===== src/rtl/spi_arbiter.sv =====
// spi_arbiter: shares one SPI master between NREQ requesters.
//
// Requests are served in round-robin order. The winner's word is
// captured at grant time and presented to the SPI master on din, with
// newd held high until the master pulls cs_in low. When cs_in returns
// high, the requester receives a one-cycle ack. A transfer that does
// not complete within TIMEOUT cycles of the grant is abandoned with a
// one-cycle err pulse and no ack.
//
// Ports
//   clk       system clock, rising edge
//   rst       synchronous active-high reset
//   req       per-requester level request, held until ack or err
//   req_data  requester i's word in bits [i*DW +: DW]
//   cs_in     SPI master chip select, low while a transfer runs
//   newd      new-data strobe to the SPI master
//   din       word to the SPI master, zero when idle
//   gnt       one-hot grant, zero when idle
//   ack       one-cycle completion pulse to the granted requester
//   err       one-cycle timeout pulse
//   busy      high whenever the arbiter is not idle
module spi_arbiter #(
  parameter int NREQ    = 4,
  parameter int DW      = 12,
  parameter int TIMEOUT = 1024
) (
  input  logic              clk,
  input  logic              rst,
  input  logic [NREQ-1:0]   req,
  input  logic [NREQ*DW-1:0] req_data,
  input  logic              cs_in,
  output logic              newd,
  output logic [DW-1:0]     din,
  output logic [NREQ-1:0]   gnt,
  output logic [NREQ-1:0]   ack,
  output logic              err,
  output logic              busy
);

  localparam int PW = (NREQ > 1) ? $clog2(NREQ) : 1;
  localparam int TW = (TIMEOUT > 1) ? $clog2(TIMEOUT) : 1;
  localparam logic [TW-1:0]   TLAST = TW'(TIMEOUT - 1);
  localparam logic [NREQ-1:0] ONE   = NREQ'(1);

  typedef enum logic [1:0] {
    IDLE,
    LAUNCH,
    WAIT
  } state_t;

  state_t          state;
  state_t          next_state;
  logic [PW-1:0]   ptr;
  logic [PW-1:0]   winner;
  logic [PW-1:0]   pick;
  logic [PW-1:0]   next_ptr;
  logic            found;
  logic [TW-1:0]   timer;
  logic [DW-1:0]   din_reg;
  logic            timeout;
  logic            do_grant;
  logic            do_done;
  logic            do_abort;

  // Round-robin search: scan from ptr upward, wrapping modulo NREQ, and
  // take the first active request. ptr always names the requester just
  // after the last one served, so a requester that keeps req high is
  // only revisited after everyone else has had a turn.
  always_comb begin
    found = 1'b0;
    pick  = '0;
    for (int k = 0; k < NREQ; k++) begin
      if (!found && req[(int'(ptr) + k) % NREQ]) begin
        found = 1'b1;
        pick  = PW'((int'(ptr) + k) % NREQ);
      end
    end
  end

  assign next_ptr = (winner == PW'(NREQ - 1)) ? '0 : winner + 1'b1;
  assign timeout  = (timer == TLAST);
  assign din      = (state == IDLE) ? '0 : din_reg;

  // State register.
  always_ff @(posedge clk) begin
    if (rst) begin
      state <= IDLE;
    end else begin
      state <= next_state;
    end
  end

  // Next-state and strobe decode. In WAIT a completing cs_in beats a
  // simultaneous timeout so a finished transfer is always acknowledged.
  // cs_in is only looked at once a grant exists, so a master still
  // low from earlier activity cannot trigger anything from IDLE.
  always_comb begin
    next_state = state;
    do_grant   = 1'b0;
    do_done    = 1'b0;
    do_abort   = 1'b0;
    newd       = 1'b0;
    busy       = 1'b1;
    case (state)
      IDLE: begin
        busy = 1'b0;
        if (found) begin
          do_grant   = 1'b1;
          next_state = LAUNCH;
        end
      end
      LAUNCH: begin
        newd = 1'b1;
        if (timeout) begin
          do_abort   = 1'b1;
          next_state = IDLE;
        end else if (!cs_in) begin
          next_state = WAIT;
        end
      end
      WAIT: begin
        if (cs_in) begin
          do_done    = 1'b1;
          next_state = IDLE;
        end else if (timeout) begin
          do_abort   = 1'b1;
          next_state = IDLE;
        end
      end
      default: begin
        next_state = IDLE;
      end
    endcase
  end

  // Grant, data capture, timer and completion bookkeeping. The word is
  // latched at grant so later req_data changes do not disturb the
  // transfer; ack is taken from gnt so it always hits the winner.
  always_ff @(posedge clk) begin
    if (rst) begin
      ptr     <= '0;
      winner  <= '0;
      timer   <= '0;
      din_reg <= '0;
      gnt     <= '0;
      ack     <= '0;
      err     <= 1'b0;
    end else begin
      ack <= '0;
      err <= 1'b0;
      if (state != IDLE) begin
        timer <= timer + 1'b1;
      end
      if (do_grant) begin
        winner  <= pick;
        gnt     <= ONE << pick;
        din_reg <= req_data[int'(pick)*DW +: DW];
        timer   <= '0;
      end
      if (do_done) begin
        ack <= gnt;
        gnt <= '0;
        ptr <= next_ptr;
      end
      if (do_abort) begin
        err <= 1'b1;
        gnt <= '0;
        ptr <= next_ptr;
      end
    end
  end

endmodule


===== config.mk =====
export PLATFORM = sky130hd
export DESIGN_NAME = spi_arbiter
export DESIGN_NICKNAME = d
export VERILOG_FILES = /design/src/rtl/spi_arbiter.sv
export SDC_FILE = /design/constraint.sdc
export NUM_CORES = 1
export LEC_CHECK = 0
export CORE_ASPECT_RATIO = 1.2
export CORE_MARGIN = 5
export CORE_UTILIZATION = 45
export DETAILED_ROUTE_END_ITERATION = 8
export GPL_TIMING_DRIVEN = 0
export PLACE_DENSITY = 0.84
export SLEW_MARGIN = 20
export SYNTH_ARGS = -nofsm -noshare
export SYNTH_HDL_FRONTEND = slang
export SYNTH_SLANG_ARGS = --single-unit

===== constraint.sdc =====
create_clock -name clk -period 5.1 [get_ports clk]
set_input_delay 1.02 -clock clk [delete_from_list [all_inputs] [get_ports clk]]
set_output_delay 1.02 -clock clk [all_outputs]
set_load 0.01 [all_outputs]

* Word level (Yosys, flattened, before mapping) *
Cells that the tools add are included.
Widths: inputs -> output; s select.

word-level totals
  word-level logic and storage cells = 86
  flip-flop bits (word level) = 37
  input bits = 55

cells by class
  multiply operators = 1
  reduce and logical (&&, ||, !) cells = 16
  mux-type cells = 39
  shift-type cells = 2
  equality and inequality tests = 7
  $lt $le $gt $ge = 4
  bitwise gates (word level) = 4
  $add $sub $neg = 5

operators by type and width
  cell                   number
  $shiftx 48x7->12       1
  $mux 2                 12
  $mux 1                 20
  $lt 3x4->1 const B     3
  $mux 12                1
  $add 10x1->10 const B  1
  $eq 10x10->1 const B   1
  $reduce_or 2->1        5
  $bmux 1 s2             4
  $ne 3x3->1 const B     2
  $pmux 2 s3             1
  $add 2x1->2 const B    2
  $add 2x2->2 const B    2
  $eq 2x2->1 const B     2
  $mul 2x2->4 const B    1
  $reduce_bool 2->1      2
  $shl 1x2->4 const A    1
  $and 1x1->1 const A    3
  $logic_and 1x1->1      3
  $logic_not 1->1        3
  $lt 2x3->1 const B     1
  $reduce_and 3->1       1
  $reduce_or 3->1        1
  $eq 2x1->1 const B     1
  other kinds (4)        4

* Longest topological paths before layout *
Gate-level depths: netlist of run 1.

  depth in word-level cells = 17
  gate-level depth with buffers = 8
  mapped depth without buffers = 7

* Worst setup path before layout of run 1 *
No wires, ideal clock.

  path type = register -> output
  from = register state[0]
  to = output din[10]
  arrival = 1.313 ns
  slack = 2.767 ns
  cell stages (with the launch flop) = 6
  path buffers = 2
  cell sequence = dfxtp_1 -> inv_1 -> ha_1 -> buf_1 -> clkbuf_1 -> nor2b_1

between the ends
  longest elaborated chain between the ends = 2

RTL lines
  what                    RTL line  source
  from (decl)             51        state_t state;
  from (signal assigned)  89        state <= next_state;
  $logic_not 2->1         82        assign din = (state == IDLE) ? '0 : din_reg;
  $mux 12                 82
  to (decl)               33        output logic [DW-1:0] din,

No other way between the ends.

* Final worst setup path of run 1 *
Same ends and word-level chain as after synthesis.

==> results.md, run 1 <==
- The flow ran to the end, and the final reports show no timing, DRC or antenna violations.
- The number of global-route vias before repair is 1899.
- From left edge to right edge, the die measures 70.9 um.
- For this design the static power due to leakage is roughly 1.1 nW.
- After synthesis, the share of flip-flops with an asynchronous set or reset is 0%.
- The antenna diode instance count is 0.
- The wire length reported by the detailed router is 5.14 mm.
- The number of maximum-capacitance violations is 0.
- The data required time at the worst endpoint is ~4100 ps.
- The final clock skew is 4.92 ps.
- Following the worst setup path forward leads to its endpoint at din[10].
- The post-cts resize count is 0.
- IR analysis of the VDD net gives a maximum drop of 0.184 mV.
- The total of buffers placed on input and output ports is 77.
- The H-tree depth is 2.
- The vertical die dimension is 83.1 um.
- At the end of the flow the core is filled with cells to 68.5%.
- The smallest clock period supported by the final layout is computed as around 3500 ps.
- The clock tree from TritonCTS is done.
- The library cell used most frequently in the layout, excluding fill and tap cells, is clkdlybuf4s50_1.
- For this block, the via count after detailed routing is 1947.
- The power density over the cells is around 300 nW/um^2.
- Measured against its own limit, the worst slew margin works out to 62.8%.
- The congestion estimate from routability-driven global placement came to 0.799.
- The starting DRC count in detailed routing is a little under 90.
- The synthesized design spends more area on one cell type than any other, namely dfxtp_1.
- Measured against the total synthesized area, the mux share comes to 9.12%.
- The number of rows created at floorplan is 26.
- The clock buffer count from CTS is 5.
- The clock-pin transition on the worst setup and hold timing paths is 70 ps.
- The number of hold buffers added after CTS was 0.
- In the post-synthesis netlist, the biggest area contributors are dfxtp_1 37%, mux2i_1 8.0%, nor2b_1 6.2%.
- The netlist area before placement is 2000 sq um.
- The total count of hold-check failures in the final report is 0.
- The path type of the worst setup path is flip-flop to output pin.
- The count of buffers added by post-CTS timing repair for setup is 0.
- The initial antenna violation count came to 0.
- The maximum clock frequency is 289 MHz.
- Synthesis inferred 37 register bits.
- The clock insertion delay at the later pin of the skew report is 290 ps.
- Clock tree synthesis selected as its root buffer the cell clkbuf_8.
- The total die area is roughly 5900 sq um.
- STA classifies the critical path startpoint as a flip-flop.
- The detail route stage leaves a number of antenna-violating nets equal to 0.
- The count of final max-slew check failures came to 0.
- The register with the most flip-flops in the layout has 12 of them.
- The net count reported at finish is 384.
- The share of cells above drive strength 1 is 4.92%.
- Relative to the synthesized area, the layout overhead comes to 46.8%.
- The initial utilization of the core area, before any placement, comes to 46.6%.
- Among all flip-flop cells after synthesis, the most frequent one is dfxtp_1.
- In the layout the commonest cells are 77 x clkdlybuf4s50_1, 37 x dfxtp_1, 25 x nor2_1.
- After synthesis, the largest family of logic cells by area is simple AND/OR/NAND/NOR gates.
- The worst register-to-register path ends at din_reg[6].
- The half-perimeter wire length after placement is 4.29 mm.
- The worst path uses 67.9% of the clock period.
- The signal arrival time at the worst endpoint is 2440 ps.
- The combined global-route utilization of all metal layers is 17.7%.
- The cell count after synthesis is 240.
- The critical-path maximum fanout is 10.
- The synthesized netlist devotes 17.5% of its cell area to compound gates.
- Adding up every negative setup slack in the final design gives 0 ps.
- The type of the most critical hold path is flip-flop to flip-flop.
- The first global-routing pass estimated roughly 8.4 mm of wire.
- The number of distinct library cells after synthesis is 36.
- Setup repair after global routing left no endpoint under its margin.
- The TritonCTS sink count is 37.
- For this run, design rule violations remaining after detail routing come to 0.
- The detailed-router iteration count before antenna repair is 4.
- The worst setup slack before clock tree synthesis is around 2000 ps.
- The average cell area after synthesis is around 8.3 sq um.
- The floorplan step defined a core boundary enclosing 4290 sq um.
- The path depth of the worst reg2reg path is 7.
- The adder-cell share of the synthesized area is 3.12%.
- The clock passes through at most 2 buffers.
- The proportion of synthesized chip area in sequential cells is 37.0%.
- In the routed layout, each cell is associated on average with a via count of around 5.1.
- The worst-margin pin slew is approximately 550 ps.
- The critical path starts at state[0].
- The top cell type's share of synthesized area is 37.0%.
- Yosys mapped a number of flops with a built-in enable equal to 0.
- The startpoint identified for the worst register-to-register timing path is state[0].
- The least setup slack across all paths after layout is 1640 ps.
- After detailed routing, the average wire length per cell comes to ~13 um.
- The total grt overflow is 0.
- Setup slack on the worst reg-to-reg path comes out at about 3200 ps.
- The share of the synthesized netlist area taken by xor and xnor gates is roughly 3.9%.
- The worst setup path is captured at an output pin.
- The number of nets in the synthesized netlist is 300.
- The count of final setup violators is 0.
- Entering global routing, the biggest net connects 13 pins.
- For this design the top-level I/O count stands at a little under 80.
- The basic-gate share of the synthesized area counting and, or, nand and nor cells is 25.4%.
- The Yosys step of the flow raised 0 warnings.
==> kinds of logic (layout without fill, tap and decap cells) <==
group	Yosys count	in the layout
AO/OA/AOI/OAI	52	52
XOR/XNOR	9	9
adder cells (fa/ha/maj)	5	5
buffers and inverters	19	104
flip-flops	37	37
multiplexers	18	18
AND/OR/NAND/NOR	100	100
==> cells in the mapped netlist, drive strengths merged, types with 3 or more instances <==
| cell | n |
|---|---|
| dfxtp | 37 |
| o211ai | 12 |
| nand2 | 22 |
| nor3 | 3 |
| xnor2 | 4 |
| nor2 | 25 |
| nor2b | 20 |
| a21oi | 4 |
| mux2i | 16 |
| ha | 5 |
| or3 | 3 |
| and3 | 14 |
| o21ai | 16 |
| a21boi | 12 |
| xor2 | 5 |
| inv | 4 |
| clkbuf | 9 |
| buf | 6 |
| and2 | 5 |
==> where the power goes <==
part           internal [mW]  leakage [nW]  switching [mW]
clock                  0.109        0.0512           0.108
combinational          0.163         0.757           0.158
sequential             0.326         0.302          0.0196
==> worst min path at each step <==
stage,start,endpoint,slack [ps],cells past startpoint
after floorplan,din_reg[10],din_reg[10],430,2
after global placement,din_reg[10],din_reg[10],450,2
after detailed placement,din_reg[10],din_reg[10],450,2
after CTS,din_reg[10],din_reg[10],470,2
after global routing,gnt[0],gnt[0],490,2
final,din_reg[10],din_reg[10],470,2
==> worst max-delay path: stages, from the launching register on <==
cell	delay, ps
dfxtp_1	330
inv_1	90
ha_1	270
buf_1	410
clkbuf_1	420
nor2b_1	110
clkdlybuf4s50_1	510
==> metal layers <==
layer  track usage [%]  up-vias  share of wire [%]
li1                  -      999                  -
met1              18.2      883                 41
met2              32.6       59                 51
met3              5.68        6                6.5
met4              6.84        0                1.2
met5                 0        -                  0
==> through the flow <==
| step | instances | hold WS, ps | power, mW | area, sq um |
|---|---|---|---|---|
| final | 381 | 469 | 0.884 | 2940 |
| after global routing | 381 | 487 | 0.943 | 2940 |
| after CTS | 381 | 470 | 0.892 | 2940 |
| after detailed placement | 373 | 453 | 0.675 | 2840 |
| after global placement | 373 | 450 | 0.667 | 2840 |
| after floorplan | 240 | 435 | 0.533 | 2000 |
==> cell type report <==
class                      instances  area (sq um)
fill                             365          1350
multi-input combinational        184          1180
timing repair buffer              77           771
sequential                        37           741
clock buffer                       6          82.6
tap                               56          70.1
buffer                            15          65.1
inverter                           4          15.0
clock inverter                     2          13.8
Power figures use the tool's default switching activity.
==> inputs of run 2 (changes only) <==
- CORE_UTILIZATION: 45 -> 44
- PLACE_DENSITY: 0.84 -> 0.83
- clock period: 5.1 -> 3.2 ns (I/O delays scaled with it)
==> run 2 against run 1 <==
Combinational power rose by 61%. Via count rose by 0.46%. Hold slack improved by 3.6 ps. Flip-flop and latch count did not move. First-iteration DRC count fell by 15%. Sequential power rose by 59%. Total power rose by 58%. Utilization fell by 3.1 points. Setup slack got worse by 1400 ps. Critical endpoint unchanged.
==> results.md, run 2 (synthesis gave the netlist of run 1 again) <==
- The flow ran to the end, and the final reports show no timing, DRC or antenna violations.
- Leaving out fill and tap cells, the most frequent cell in the layout is clkdlybuf4s50_1.
- The highest cell delay on the worst timing path is 510 ps (about the same).
- The number of rows created at floorplan came to 27 (+3.8%).
- The share of cells above drive strength 1 is 4.94% (+0.015 points).
- The data required time at the worst endpoint came to 2560 ps (-1520 ps).
- The clock insertion delay at the later pin of the skew report is 290 ps (about the same).
- The pin count of the biggest net entering global routing was 12 (-1).
- The maximum clock frequency is approximately 340 MHz.
- The routed length per instance is 13.2 um (-2.0%).
- The vertical die dimension is 83.9 um (+1.0%).
- The critical path goes through inv_1 -> ha_1 -> clkbuf_2 -> clkbuf_1 -> nor2b_1 -> clkdlybuf4s50_1.
- The total die area is 6010 sq um (+2.0%).
- The final clock skew is 9.74 ps (+4.81 ps).
- The clock period could shrink to 2920 ps.
- The TritonCTS sink count is 37 (unchanged).
- The number of global-route vias before repair is 1963 (+3.4%).
- The critical path in this run is classified as flip-flop to output pin.
- Setup repair after global routing left no endpoint under its margin.
- The signal arrival time at the worst endpoint is 2280 ps (-160 ps).
- The number of top-level pins was 78 (unchanged).
- The filler cell count is 386 (+5.8%).
- The buffer depth of the longest clock path is 2 (unchanged).
- The final RePlAce weighted congestion is 0.855 (+6.9%).
- The final design instance area without fill was 2940 sq um (about the same).
- The summed negative setup slack over all endpoints is 0 ps (unchanged).
- The final period utilization is slightly above 90%.
- The total grt overflow was 0 (unchanged).
- The tightest hold margin is 473 ps (+3.60 ps).
- The slowest cell on the critical path is clkdlybuf4s50_1.
- The area of the core is 4490 sq um (+4.6%).
- The headroom to the max-slew limit is 63.9% (+1.1 points).
- STA classifies the critical path startpoint as a flip-flop.
- The net count reported at finish is 384 (unchanged).
- The clock tree from TritonCTS is done.
- The wire length reported by the detailed router is 5.05 mm (-1.8%).
- The worst-margin pin slew is 536 ps (-16.7 ps).
- The count of final setup violators is 0 (unchanged).
- The via total after detailed routing came to 1956 (+0.46%).
- The clock-pin transition on the worst setup and hold timing paths is 70 ps (about the same).
- In the layout the commonest cells are 77 x clkdlybuf4s50_1, 37 x dfxtp_1, 25 x nor2_1.
- The starting DRC count in detailed routing was 74 (-15%).
- The detailed-router iteration count before antenna repair is 4 (unchanged).
- The clock buffer count from CTS is 5 (unchanged).
- The combined global-route utilization of all metal layers is 17.4% (-0.31 points).
- The post-route DRC violation count is 0 (unchanged).
- The total of buffers placed on input and output ports came to 77 (unchanged).
- The initial antenna violation count was 0 (unchanged).
- The residual antenna-violating net count after detailed routing is 0 (unchanged).
- The standard cell area after detailed placement was 2850 sq um (about the same).
- The count of final max-slew check failures is 0 (unchanged).
- The average via count per standard cell is 5.12 (+0.20%).
- The worst setup path is captured at an output pin.
- The worst IR drop on VDD is 0.214 mV (+17%).
- The power consumption is 1.39 mW (+58%).
- CTS placed an instance of clkbuf_8 at the clock tree root.
- The flip-flop count of the largest register after layout is 12 (unchanged).
- The type of the most critical hold path is flip-flop to flip-flop.
- The width of the die is 71.6 um (+0.97%).
- The wire length of the first global-routing pass is 8.54 mm (+2.2%).
- The number of maximum-capacitance violations is 0 (unchanged).
- The static leakage is 1.10 nW (-0.45%).
- The critical-path maximum fanout came to 10 (unchanged).
- The layout overhead on the synthesized area is 46.7% (about the same).
- The starting utilization of the core area is 44.6% (-2.1 points).
- The power density over the cells was 474 nW/um^2 (+58%).
- The total count of hold-check failures in the final report came to 0 (unchanged).
- The half-perimeter wire length after placement is 4.16 mm (-2.9%).
- The H-tree depth is 2 (unchanged).
- The antenna diode instance count was 0 (unchanged).
==> run 2: cell types whose count changed in the layout (fill, tap and decap cells not counted) <==
| cell | previous run | this run |
|---|---|---|
| clkinvlp_4 | 0 | 1 |
| clkbuf_2 | 0 | 1 |
| buf_1 | 1 | 0 |
| clkinv_2 | 1 | 0 |
| clkinv_4 | 1 | 0 |
==> run 2: stage by stage <==
step                util (%)  worst slack (ps)  cells
floorplan                  -              1250    240
global placement        63.4               424    375
detailed placement      63.4               397    375
CTS                     65.4              61.9    382
global route            65.4               102    382
finish                  65.4               278    382
==> run 2: critical path: cells and delay by family (launching register included) <==
family / cells / cell delay (ps)
and+or+nand+nor: 1 / 90
DFF: 1 / 320
buffers and inverters: 4 / 1310
adders and majority gates: 1 / 290
==> run 2: where the power goes <==
part	total [mW]	internal, mW	switching [mW]
clock	0.326	0.170	0.156
combinational	0.518	0.261	0.257
sequential	0.550	0.519	0.0308
total	1.39	0.950	0.443
==> run 2: worst paths after layout <==
path	from	end	slack, ps	cells after the start
hold reg to reg	din_reg[0]	din_reg[0]	470	2
hold / removal	din_reg[0]	din_reg[0]	470	2
setup reg to reg	state[1]	din_reg[7]	1190	7
setup / recovery	state[1]	din[10]	280	6
==> run 2: final cells by class <==
| cell class | count | area [sq um] | share of cell area [%] |
|---|---|---|---|
| flip-flops and latches | 37 | 741 | 25.2 |
| inverters | 4 | 15.0 | 0.511 |
| multi-input cells | 184 | 1180 | 40.2 |
| well taps | 58 | 72.6 | 2.47 |
| clock buffers | 6 | 82.6 | 2.81 |
| plain buffers | 15 | 66.3 | 2.26 |
| clock inverters | 1 | 7.51 | 0.256 |
| repair buffers | 77 | 771 | 26.2 |
==> run 2: what timing repair did <==
action | in CTS | in global routing
setup buffers | 0 | 0
resized for setup | 0 | 1
hold buffers | 0 | 0
endpoints found under the setup margin | 0 | 6
==> run 2: layer usage <==
metal	vias to the layer above	global-route usage [%]	wire length [um]
li1	999	-	-
met1	874	18.9	2010
met2	73	31.3	2530
met3	10	6.27	427
met4	0	4.79	75
met5	-	0	0
==> inputs of run 3 (changes only) <==
- GPL_TIMING_DRIVEN: 0 -> not set
- TNS_END_PERCENT: not set -> 10
==> run 3 against run 2 <==
Flip-flop and latch count is the same. Count of clock-buffer cells in the layout decreased by 1. Fmax rose by 12%.
==> results.md, run 3 (synthesis gave the netlist of run 1 again) <==
- The area of the core was 4490 sq um (unchanged).
- The net count reported at finish is 375 (-2.3%).
- The worst IR drop on VDD is 0.230 mV (+7.3%).
- The total instance count after detailed placement was 366 (-2.4%).
- The width of the die came to 71.6 um (unchanged).
- The most common cell after layout, fill and taps aside is clkdlybuf4s50_1.
- The tightest hold margin is 472 ps (-0.529 ps).
- The antenna diode instance count came to 0 (unchanged).
- The path class of the tightest hold or removal check is flip-flop to flip-flop.
- The starting utilization of the core area was 44.6% (unchanged).
- The count of final max-slew check failures came to 0 (unchanged).
- The wire length reported by the detailed router is 5.11 mm (+1.1%).
- The final clock skew is 4.85 ps (-4.89 ps).
- The average via count per standard cell is 5.21 (+1.7%).
- The post-cts resize count is 0 (unchanged).
- The minimum period implied by the final worst setup slack is 2620 ps (-303 ps).
- The worst-margin pin slew came to 852 ps (+316 ps).
- The critical-path maximum fanout is 17 (+7).
- The layout overhead on the synthesized area is 45.7%.
- The number of maximum-capacitance violations came to 0 (unchanged).
- The type of origin of the critical path is a flip-flop.
- The buffer depth of the longest clock path came to 2 (unchanged).
- The power density over the cells was 476 nW/um^2 (+0.43%).
- The combined global-route utilization of all metal layers came to 18.1% (+0.68 points).
- Setup repair after global routing left no endpoint under its margin.
- The final design instance area without fill is 2920 sq um (-0.64%).
- The setup slack on the worst flop-to-flop path is 830 ps (-360 ps).
- The clock-pin transition on the worst setup and hold timing paths is 80 ps (about the same).
- The launch point of the critical path is state[1].
- The number of top-level pins was 78 (unchanged).
- The clock insertion delay at the later pin of the skew report is 290 ps (about the same).
- The number of global-route vias before repair came to 2017 (+2.8%).
- The pin count of the biggest net entering global routing is 26 (+14).
- The count of buffers added by post-CTS timing repair for setup came to 0 (unchanged).
- The post-cts hold buffer count is 0 (unchanged).
- The via total after detailed routing is 1947 (-0.46%).
- The H-tree depth is 2 (unchanged).
- The wire length of the first global-routing pass is 8.76 mm (+2.6%).
- The least setup slack across all paths after layout is 581 ps (+303 ps).
- The standard cell area after detailed placement came to 2830 sq um (-0.48%).
- The static leakage is 1.10 nW (-0.52%).
- The summed negative setup slack over all endpoints came to 0 ps (unchanged).
- The post-route DRC violation count is 0 (unchanged).
- The worst register-to-register path ends at din_reg[8].
- The total die area was 6010 sq um (unchanged).
- The total grt overflow is 0 (unchanged).
- TritonCTS built the clock tree.
- The initial antenna violation count is 0 (unchanged).
- The share of cells above drive strength 1 is 5.70% (+0.76 points).
- The library cells used most frequently in the layout, excluding fill and tap cells, are 77 x clkdlybuf4s50_1, 37 x dfxtp_1, 25 x nor2_1.
- The final period utilization is 81.8% (-9.5 points).
- The maximum clock frequency came to 382 MHz (+12%).
- The residual antenna-violating net count after detailed routing is 0 (unchanged).
- The data required time at the worst endpoint is 2560 ps (about the same).
- The total count of hold-check failures in the final report is 0 (unchanged).
- The total of buffers placed on input and output ports came to 77 (unchanged).
- The count of final setup violators came to 0 (unchanged).
- The clock buffer count from CTS is 5 (unchanged).
- The setup path with the least slack is of type flip-flop to output pin.
- The timing endpoint of the critical path is din[3].
- The number of rows created at floorplan is 27 (unchanged).
- The worst setup slack before clock tree synthesis is 451 ps (+54.1 ps).
- The vertical die dimension is 83.9 um (unchanged).
- The flow ran to the end, and the final reports show no timing, DRC or antenna violations.
- The routed length per instance is 13.7 um (+3.3%).
- The final core area utilization came to 65.0% (-0.42 points).
- The power consumption came to 1.39 mW (-0.21%).
- The TritonCTS sink count was 37 (unchanged).
- The half-perimeter wire length after placement is 3.97 mm (-4.6%).
- The cell sitting at the root of the clock tree is a clkbuf_8.
- STA classifies the critical path endpoint as an output pin.
- The path depth of the worst reg2reg path is 6 (-1).
- The final cell count without fillers is 374 (-2.1%).
- The headroom to the max-slew limit came to 43.2% (-21 points).
- The startpoint of the lowest-slack register-to-register path is state[1].
- The starting DRC count in detailed routing is 62 (-16%).
- The signal arrival time at the worst endpoint was 1980 ps (-300 ps).
- The detailed-router iteration count before antenna repair is 4 (unchanged).
- The flip-flop count of the largest register after layout is 12 (unchanged).
- The final RePlAce weighted congestion is 0.849 (-0.73%).
-- run 3: cell types whose count changed in the layout (fill, tap and decap cells not counted) --
cell,before,now
a311oi_1,1,0
a311oi_2,0,1
buf_2,4,0
buf_4,1,6
clkbuf_1,9,0
clkbuf_2,1,0
clkbuf_8,6,5
clkinv_2,0,2
-- run 3: area by class of cell --
type                            instances  area, sq um
Multi-Input combinational cell        184         1190
Sequential cell                        37          741
Clock inverter                          3         17.5
Fill cell                             388         1570
Inverter                                4         15.0
Tap cell                               58         72.6
Timing Repair Buffer                   83          816
Clock buffer                            5         68.8
-- run 3: report_power, final --
group	switching [mW]	internal, mW	leakage (nW)
Sequential	0.0310	0.519	0.302
Combinational	0.251	0.266	0.753
Clock	0.174	0.150	0.0439
-- run 3: worst min-delay path by stage --
stage	endpoint	from	cells past startpoint	slack [ps]
after floorplan	din_reg[10]	din_reg[10]	2	430
after global placement	din_reg[10]	din_reg[10]	2	450
after detailed placement	din_reg[0]	din_reg[0]	2	460
after CTS	gnt[2]	gnt[2]	2	480
after global routing	din_reg[0]	din_reg[0]	2	510
final	din_reg[0]	din_reg[0]	2	470
-- run 3: worst max-delay path: stages (launching register included) --
cell	delay, ps
dfxtp_1	320
inv_1	90
ha_1	590
nor2b_1	150
clkdlybuf4s50_1	520
-- run 3: per-layer routing --
metal	global-route usage, %	share of wire [%]	vias up
li1	-	-	978
met1	18.9	38	899
met2	31.4	51	63
met3	7.47	9.2	7
met4	7.35	1.4	0
met5	0	0	-
